### src/rtl/shift_pin_sout_tx.sv
// Serialiser feeding an 8-bit SIPO stage: takes a byte over valid/ready and emits
// 8 shift strobes (din on dout_bit) followed by one latch strobe (le_out).
module shift_pin_sout_tx #(
  parameter int unsigned CLK_DIV    = 1,
  parameter int unsigned GAP_CYCLES = 0
) (
  input  logic       clk,
  input  logic       reset,
  input  logic [0:7] tx_data,
  input  logic       tx_valid,
  output logic       tx_ready,
  output logic       sel_out,
  output logic       le_out,
  output logic       dout_bit,
  output logic       busy,
  output logic [7:0] frame_count
);

  generate
    if (CLK_DIV < 1 || CLK_DIV > 255) begin : g_bad_clk_div
      $error("shift_pin_sout_tx: CLK_DIV must be in 1..255");
    end
    if (GAP_CYCLES > 255) begin : g_bad_gap
      $error("shift_pin_sout_tx: GAP_CYCLES must be in 0..255");
    end
  endgenerate

  localparam logic [7:0] DIV_LAST = 8'(CLK_DIV - 1);
  localparam logic [7:0] GAP_LAST = 8'(GAP_CYCLES - 1);
  localparam bit         HAS_GAP  = (GAP_CYCLES != 0);

  typedef enum logic [1:0] {IDLE, SHIFT, LATCH, GAP} state_t;

  state_t     state, state_d;
  logic [0:7] shreg;
  logic [2:0] bit_cnt;
  logic [7:0] div_cnt;
  logic [7:0] gap_cnt;
  logic       strobe;

  // Outputs decode from registered state only, so nothing on tx_* reaches them combinationally.
  always_comb begin
    // NOTE: every output of this block is given a default first, so no path leaves it unassigned and no latch is inferred.
    state_d  = state;
    strobe   = ((state == SHIFT) || (state == LATCH)) && (div_cnt == DIV_LAST);
    tx_ready = (state == IDLE);
    busy     = (state != IDLE);
    sel_out  = strobe;
    le_out   = strobe && (state == LATCH);
    dout_bit = (state == SHIFT) && shreg[0];
    case (state)
      IDLE:    if (tx_valid) state_d = SHIFT;
      SHIFT:   if (strobe && (bit_cnt == 3'd7)) state_d = LATCH;
      LATCH:   if (strobe) state_d = HAS_GAP ? GAP : IDLE;
      GAP:     if (gap_cnt == GAP_LAST) state_d = IDLE;
      default: state_d = IDLE;
    endcase
  end

  always_ff @(posedge clk or posedge reset) begin
    // NOTE: sequential state uses non-blocking assignments so every register samples pre-edge values.
    if (reset) state <= IDLE;
    else       state <= state_d;
  end

  always_ff @(posedge clk or posedge reset) begin
    if (reset) begin
      shreg       <= '0;
      bit_cnt     <= '0;
      div_cnt     <= '0;
      gap_cnt     <= '0;
      frame_count <= '0;
    end else begin
      case (state)
        IDLE: begin
          if (tx_valid) begin
            shreg   <= tx_data;
            bit_cnt <= '0;
            div_cnt <= '0;
          end
        end
        SHIFT: begin
          if (strobe) begin
            shreg   <= {shreg[1:7], 1'b0};
            bit_cnt <= bit_cnt + 3'd1;
            div_cnt <= '0;
          end else begin
            div_cnt <= div_cnt + 8'd1;
          end
        end
        LATCH: begin
          if (strobe) begin
            div_cnt     <= '0;
            gap_cnt     <= '0;
            frame_count <= frame_count + 8'd1;
          end else begin
            div_cnt <= div_cnt + 8'd1;
          end
        end
        GAP:     gap_cnt <= gap_cnt + 8'd1;
        default: ;
      endcase
    end
  end

endmodule

### config.mk
export PLATFORM = sky130hd
export DESIGN_NAME = shift_pin_sout_tx
export DESIGN_NICKNAME = d
export VERILOG_FILES = /design/src/rtl/shift_pin_sout_tx.sv
export SDC_FILE = /design/constraint.sdc
export NUM_CORES = 1
export LEC_CHECK = 0
export ABC_AREA = 1
export ABC_CLOCK_PERIOD_IN_PS = 1600
export BUFFER_PORTS_ARGS = -buffer_cell sky130_fd_sc_hd__buf_2
export CAP_MARGIN = 40
export CORE_MARGIN = 4
export CORE_UTILIZATION = 52
export CTS_CLUSTER_DIAMETER = 120
export DETAILED_ROUTE_END_ITERATION = 16
export PLACE_DENSITY = 0.75
export SYNTH_ARGS = -nofsm -noshare
export SYNTH_HDL_FRONTEND = slang
export SYNTH_SLANG_ARGS = --single-unit
### constraint.sdc
create_clock -name clk -period 1.6 [get_ports clk]
set_input_delay 0.16 -clock clk [delete_from_list [all_inputs] [get_ports clk]]
set_output_delay 0.16 -clock clk [all_outputs]
set_load 0.005 [all_outputs]
After elaboration in Yosys (flattened, before gate mapping)

Cells that the tools add are included.

Flip-flop bits (word level): 37
Logic and storage cells: 53

Add/sub/neg operators: 4
Equality and inequality tests: 10
Multiplexer cells: 16
Reductions and logical operators: 17

Operators with widths:

| kind                | count |
|---|---|
| $pmux 8 s2          | 3 |
| $mux 8              | 5 |
| $add 8x1->8 const B | 3 |
| $eq 8x8->1 const B  | 1 |
| $logic_not 8->1     | 1 |
| $mux 2              | 4 |
| $ne 2x2->1 const B  | 4 |
| $pmux 2 s4          | 1 |
| $reduce_bool 2->1   | 4 |
| $mux 3              | 2 |
| $pmux 3 s2          | 1 |
| $reduce_and 2->1    | 3 |
| $eq 2x2->1 const B  | 2 |
| $logic_and 1x1->1   | 4 |
| $reduce_and 4->1    | 1 |
| $add 3x1->3 const B | 1 |
| $eq 3x3->1 const B  | 1 |
| $reduce_and 3->1    | 1 |
| $eq 2x1->1 const B  | 1 |
| $logic_not 2->1     | 1 |
| $ne 2x1->1 const B  | 1 |
| $reduce_or 2->1     | 1 |
| $logic_or 1x1->1    | 1 |

Logic depth before layout (Yosys ltp)

Depth after elaboration: 6
Mapped depth: 10

Least setup slack after synthesis

No wires, ideal clock.

Path type: reg-to-reg
Start point: reg state[0]
End point: reg shreg[1] (netlist bit)
Library setup time: 0.124 ns
Arrival: 1.573 ns
Slack: -0.097 ns
Cell stages (with the launch flop): 11
Buffers on the path: 1
Path through: dfrtp_1 -> inv_1 -> ha_1 -> nand2_1 -> nor2_2 -> nand2_4 -> a21oi_4 -> inv_2 -> buf_2 -> nand2_1 -> nand2_1

Cells in the longest elaborated chain, start to end: 5

Ends and longest elaborated chain:

| element                                         | line   | RTL |
|---|---|---|
| from (decl)                                     | 34     | `state_t state, state_d;` |
| from (signal assigned)                          | 63     | `else state <= state_d;` |
| $eq 2x1->1 / $eq 2x2->1 (equally long branches) | 45, 74 |  |
| $logic_or 1x1->1                                | 45     | `strobe = ((state == SHIFT) \|\| (state == LATCH)) && (div_cnt == DIV_LAST);` |
| $logic_and 1x1->1                               | 45     |  |
| $ne 2x2->1 (no source line)                     | -      |  |
| $reduce_and 3->1 (no source line)               | -      |  |
| to (signal assigned)                            | 77     | `shreg <= tx_data;` |
| to (signal assigned)                            | 84     | `shreg <= {shreg[1:7], 1'b0};` |
| to (decl)                                       | 35     | `logic [0:7] shreg;` |

Several ways; a longest one is shown, not always the timed one.
A chain may end at the register's enable or synchronous reset.

Final worst setup path

Start point: reg state[1]
End point: reg shreg[2] (netlist bit)

Same word-level chain as after synthesis.

==> metrics.md <==
| Metric | Value |
|---|---|
| Outcome | finished, violations left |
| Failing checks | negative setup slack |
| Compound-gate portion of the synthesized area | 8.843% |
| Req. time, crit path | 1.83 ns |
| Clk_skew | 0.004760 ns |
| Syn. warnings | 0 |
| Combinational share of power | 58.8% |
| Core area | 0.003744 mm² |
| Top cell type's share of synthesized area | 44.82% |
| Nets | 334 |
| Wire per inst | 11.99 µm |
| Multiplexer share of the synthesized area | 0% |
| Crit. End Element | flop |
| Vias in the first global route | 1774 |
| Max Cap Violations | 0 |
| Slew at the pin closest to its max-slew limit | 0.3389 ns |
| Grt ovf | 0 |
| First-pass detailed-route iteration total | 4 |
| Area leader, netlist | dfrtp_1 |
| Detailed placement HPWL | 2.995 mm |
| Final Cycle Share | 106.5% |
| Port Buf Inserts | 23 |
| Setup WS post-layout | -0.1039 ns |
| CP Launch Type | flop |
| Slew Viols, Final | 0 |
| Vias per std cell | 5.044 |
| Final Non-Filler Cells | 361 |
| Sequential power share | 28.0% |
| Post-synthesis xor/xnor area fraction | 5.088% |
| Worst min-delay path class | in2reg |
| Fillers | 294 |
| Clk pwr share | 13.2% |
| F_max | 586.9 MHz |
| DR top layer | met4 |
| # diodes | 0 |
| Post-placement cell area | 0.002387 mm² |
| DR iter-0 viols | 93 |
| Final hold violation count | 0 |
| WL final | 4.327 mm |
| #FFs+latches synth | 37 |
| Top post-synthesis cells by area | dfrtp_1 (45%), nand2_1 (14%), ha_1 (6.7%) |
| Synthesized area | 0.002066 mm² |
| WL met1 | 1.894 mm |
| Placed Instances | 345 |
| Met2 WL | 2.129 mm |
| Drt drc | 0 |
| Simple-gate share of the synthesized area | 28.16% |
| WL met3 | 221 µm |
| Synth Area per Inst | 8.038 µm² |
| Net switching power | 2.004 mW |
| Leakage | 1.328 nW |
| Final instance area | 0.002628 mm² |
| Worst IR Drop VDD | 1.105 mV |
| Share of cells above drive strength 1 | 28.75% |
| Die height | 71.03 µm |
| H-tree level count | 2 |
| RSZ-0062 raised after global routing | true |
| CTS tree | built |
| Sink Count | 37 |
| Initial cell density of the core | 55.18% |
| Switching Fraction | 41.89% |
| Initial antenna violation count | 0 |
| Register area share after synthesis | 44.82% |
| Multi-input logic area | 0.001084 mm² |
| First-pass GRT wire length | 7.555 mm |
| Die width | 71.03 µm |
| Power per Cell Area | 1821 mW/mm² |
| Critical path arrival | 1.94 ns |
| Crit Path Class | reg2reg |
| Layout Area Growth over Synthesis | 27.20% |
| I/O pin count | 24 |
| Final setup vio count | 23 |
| Post-Route Utilization | 70.19% |
| FP Rows | 22 |
| Sequential Area | 925.9 µm² |
| RePlAce Congestion | 0.8325 |
| Clock-pin slew on the worst setup and hold paths | 0.07 ns |
| Clock Latency Late Sink | 0.29 ns |
| Total Routing Usage GR | 18.65% |
| Pint | 2.780 mW |
| Synth Area in Adders | 6.663% |
| Worst slack, placed | -0.008868 ns |
| Largest net degree at the start of global routing | 23 |
| Total number of vias | 1821 |
| Worst Path Max Fanout | 6 |
| Synth cell types | 25 |
| Die area | 0.005045 mm² |
| Worst rel slew slack | 77.17% |
| Post-Syn Nets | 279 |
| Final antenna-violating net count | 0 |
| Main combinational cell family by area after synthesis | simple AND/OR/NAND/NOR gates |
| Minimum clock period | 1.704 ns |
| Clk root buf | clkbuf_8 |
| CTS buffer count | 5 |
| CTS Buffer Depth | 2 |
| Synthesized instance count | 257 |
-- critical path, stage by stage (launching register included) --
cell and delay (ns):
dfrtp_1 0.37, inv_2 0.07, ha_4 0.28, nand2_4 0.05, nor2_4 0.13, nand2_4 0.10
buf_6 0.13, a21oi_4 0.19, buf_4 0.17, o211ai_1 0.09, nand2_1 0.06
-- sequential cells by signal, summed over array words and instances, names as in the netlist --
| name | flops |
|---|---|
| frame_count | 8 |
| shreg | 8 |
| div_cnt | 8 |
| bit_cnt | 3 |
| state | 2 |
| gap_cnt | 8 |
-- logic make-up (layout without fill, tap and decap cells) --
family,count (synthesis),in the layout
AO/OA/AOI/OAI,30,30
XOR/XNOR,12,12
adder cells (fa/ha/maj),11,11
buffers and inverters,34,90
flip-flops,37,37
AND/OR/NAND/NOR,133,133
-- cells in the mapped netlist --
library cell / number
nor2_4: 1
nand2_2: 1
buf_2: 1
xnor2_1: 2
nor3_1: 7
a21oi_1: 7
nand2_4: 1
o21ai_0: 13
inv_2: 3
inv_1: 28
o21ai_2: 1
buf_4: 1
nor2_1: 15
ha_1: 11
or2_2: 7
dfrtp_1: 37
nand2_1: 76
a21oi_4: 1
xor2_1: 10
o21ai_1: 1
clkbuf_1: 1
nand3_1: 19
o211ai_1: 7
nor2_2: 2
nand4_1: 4
-- final cells by class --
cell class | count | area share [%]
Clock buffer | 6 | 2.762
Clock inverter | 2 | 0.3810
Inverter | 31 | 4.619
Multi-Input combinational cell | 186 | 41.24
Sequential cell | 37 | 35.24
Tap cell | 48 | 2.286
Timing Repair Buffer | 51 | 13.48
-- power groups by stage --
stage	registers [mW]	logic, mW	clock network, mW
finish	1.34	2.81	0.631
detailed placement	1.35	2.26	0
floorplan	1.34	1.47	0
global placement	1.34	2.22	0
CTS	1.33	2.58	0.645
global route	1.37	3.13	0.686
-- path summary, 6_finish.rpt --
kind                             from             end  slack (ns)  depth (start not counted)
max                          state[1]        shreg[2]       -0.10                         10
min                        tx_data[4]        shreg[4]         0.1                          3
max reg2reg                  state[1]        shreg[2]       -0.10                         10
min reg2reg                  shreg[7]        shreg[7]        0.48                          2
max in group asynchronous       reset      bit_cnt[2]        0.90                          4
min in group asynchronous       reset  frame_count[0]        0.44                          4
-- metrics by stage --
step           power [mW]  hold slack, ns  setup TNS [ns]
6_report            4.784         0.09851          -1.274
5_1_grt             5.177         0.09408          -3.956
4_1_cts             4.559         0.08722          -1.081
3_5_place_dp        3.613          0.2021        -0.01469
3_3_place_gp        3.563          0.1924               0
2_1_floorplan       2.811          0.3008               0
-- cell usage in the layout (no fill, tap or decap), types with 10 or more instances in the layout --
cell type  Yosys  routed
nand3_1       19      17
buf_4          1      21
nor2_1        15      14
nand2_1       76      71
xor2_1        10      10
buf_2          1      23
inv_1         28      25
dfrtp_1       37      37
-- metal layers --
metal  track usage, %  up-vias
met1            22.90      832
met2            31.51       44
met4            6.472        0
met3            5.114       10
li1                 -      935
met5                0        -
-- repair_timing --
action / CTS / global route
setup endpoints to repair: 15 / 38
gates resized for setup: 15 / 18
buffers inserted: 5 / 2
hold buffers: 1 / 0
pin swaps: 4 / 2
endpoints found under the hold margin: 37 / 0
(Power assumes the default switching activity.)
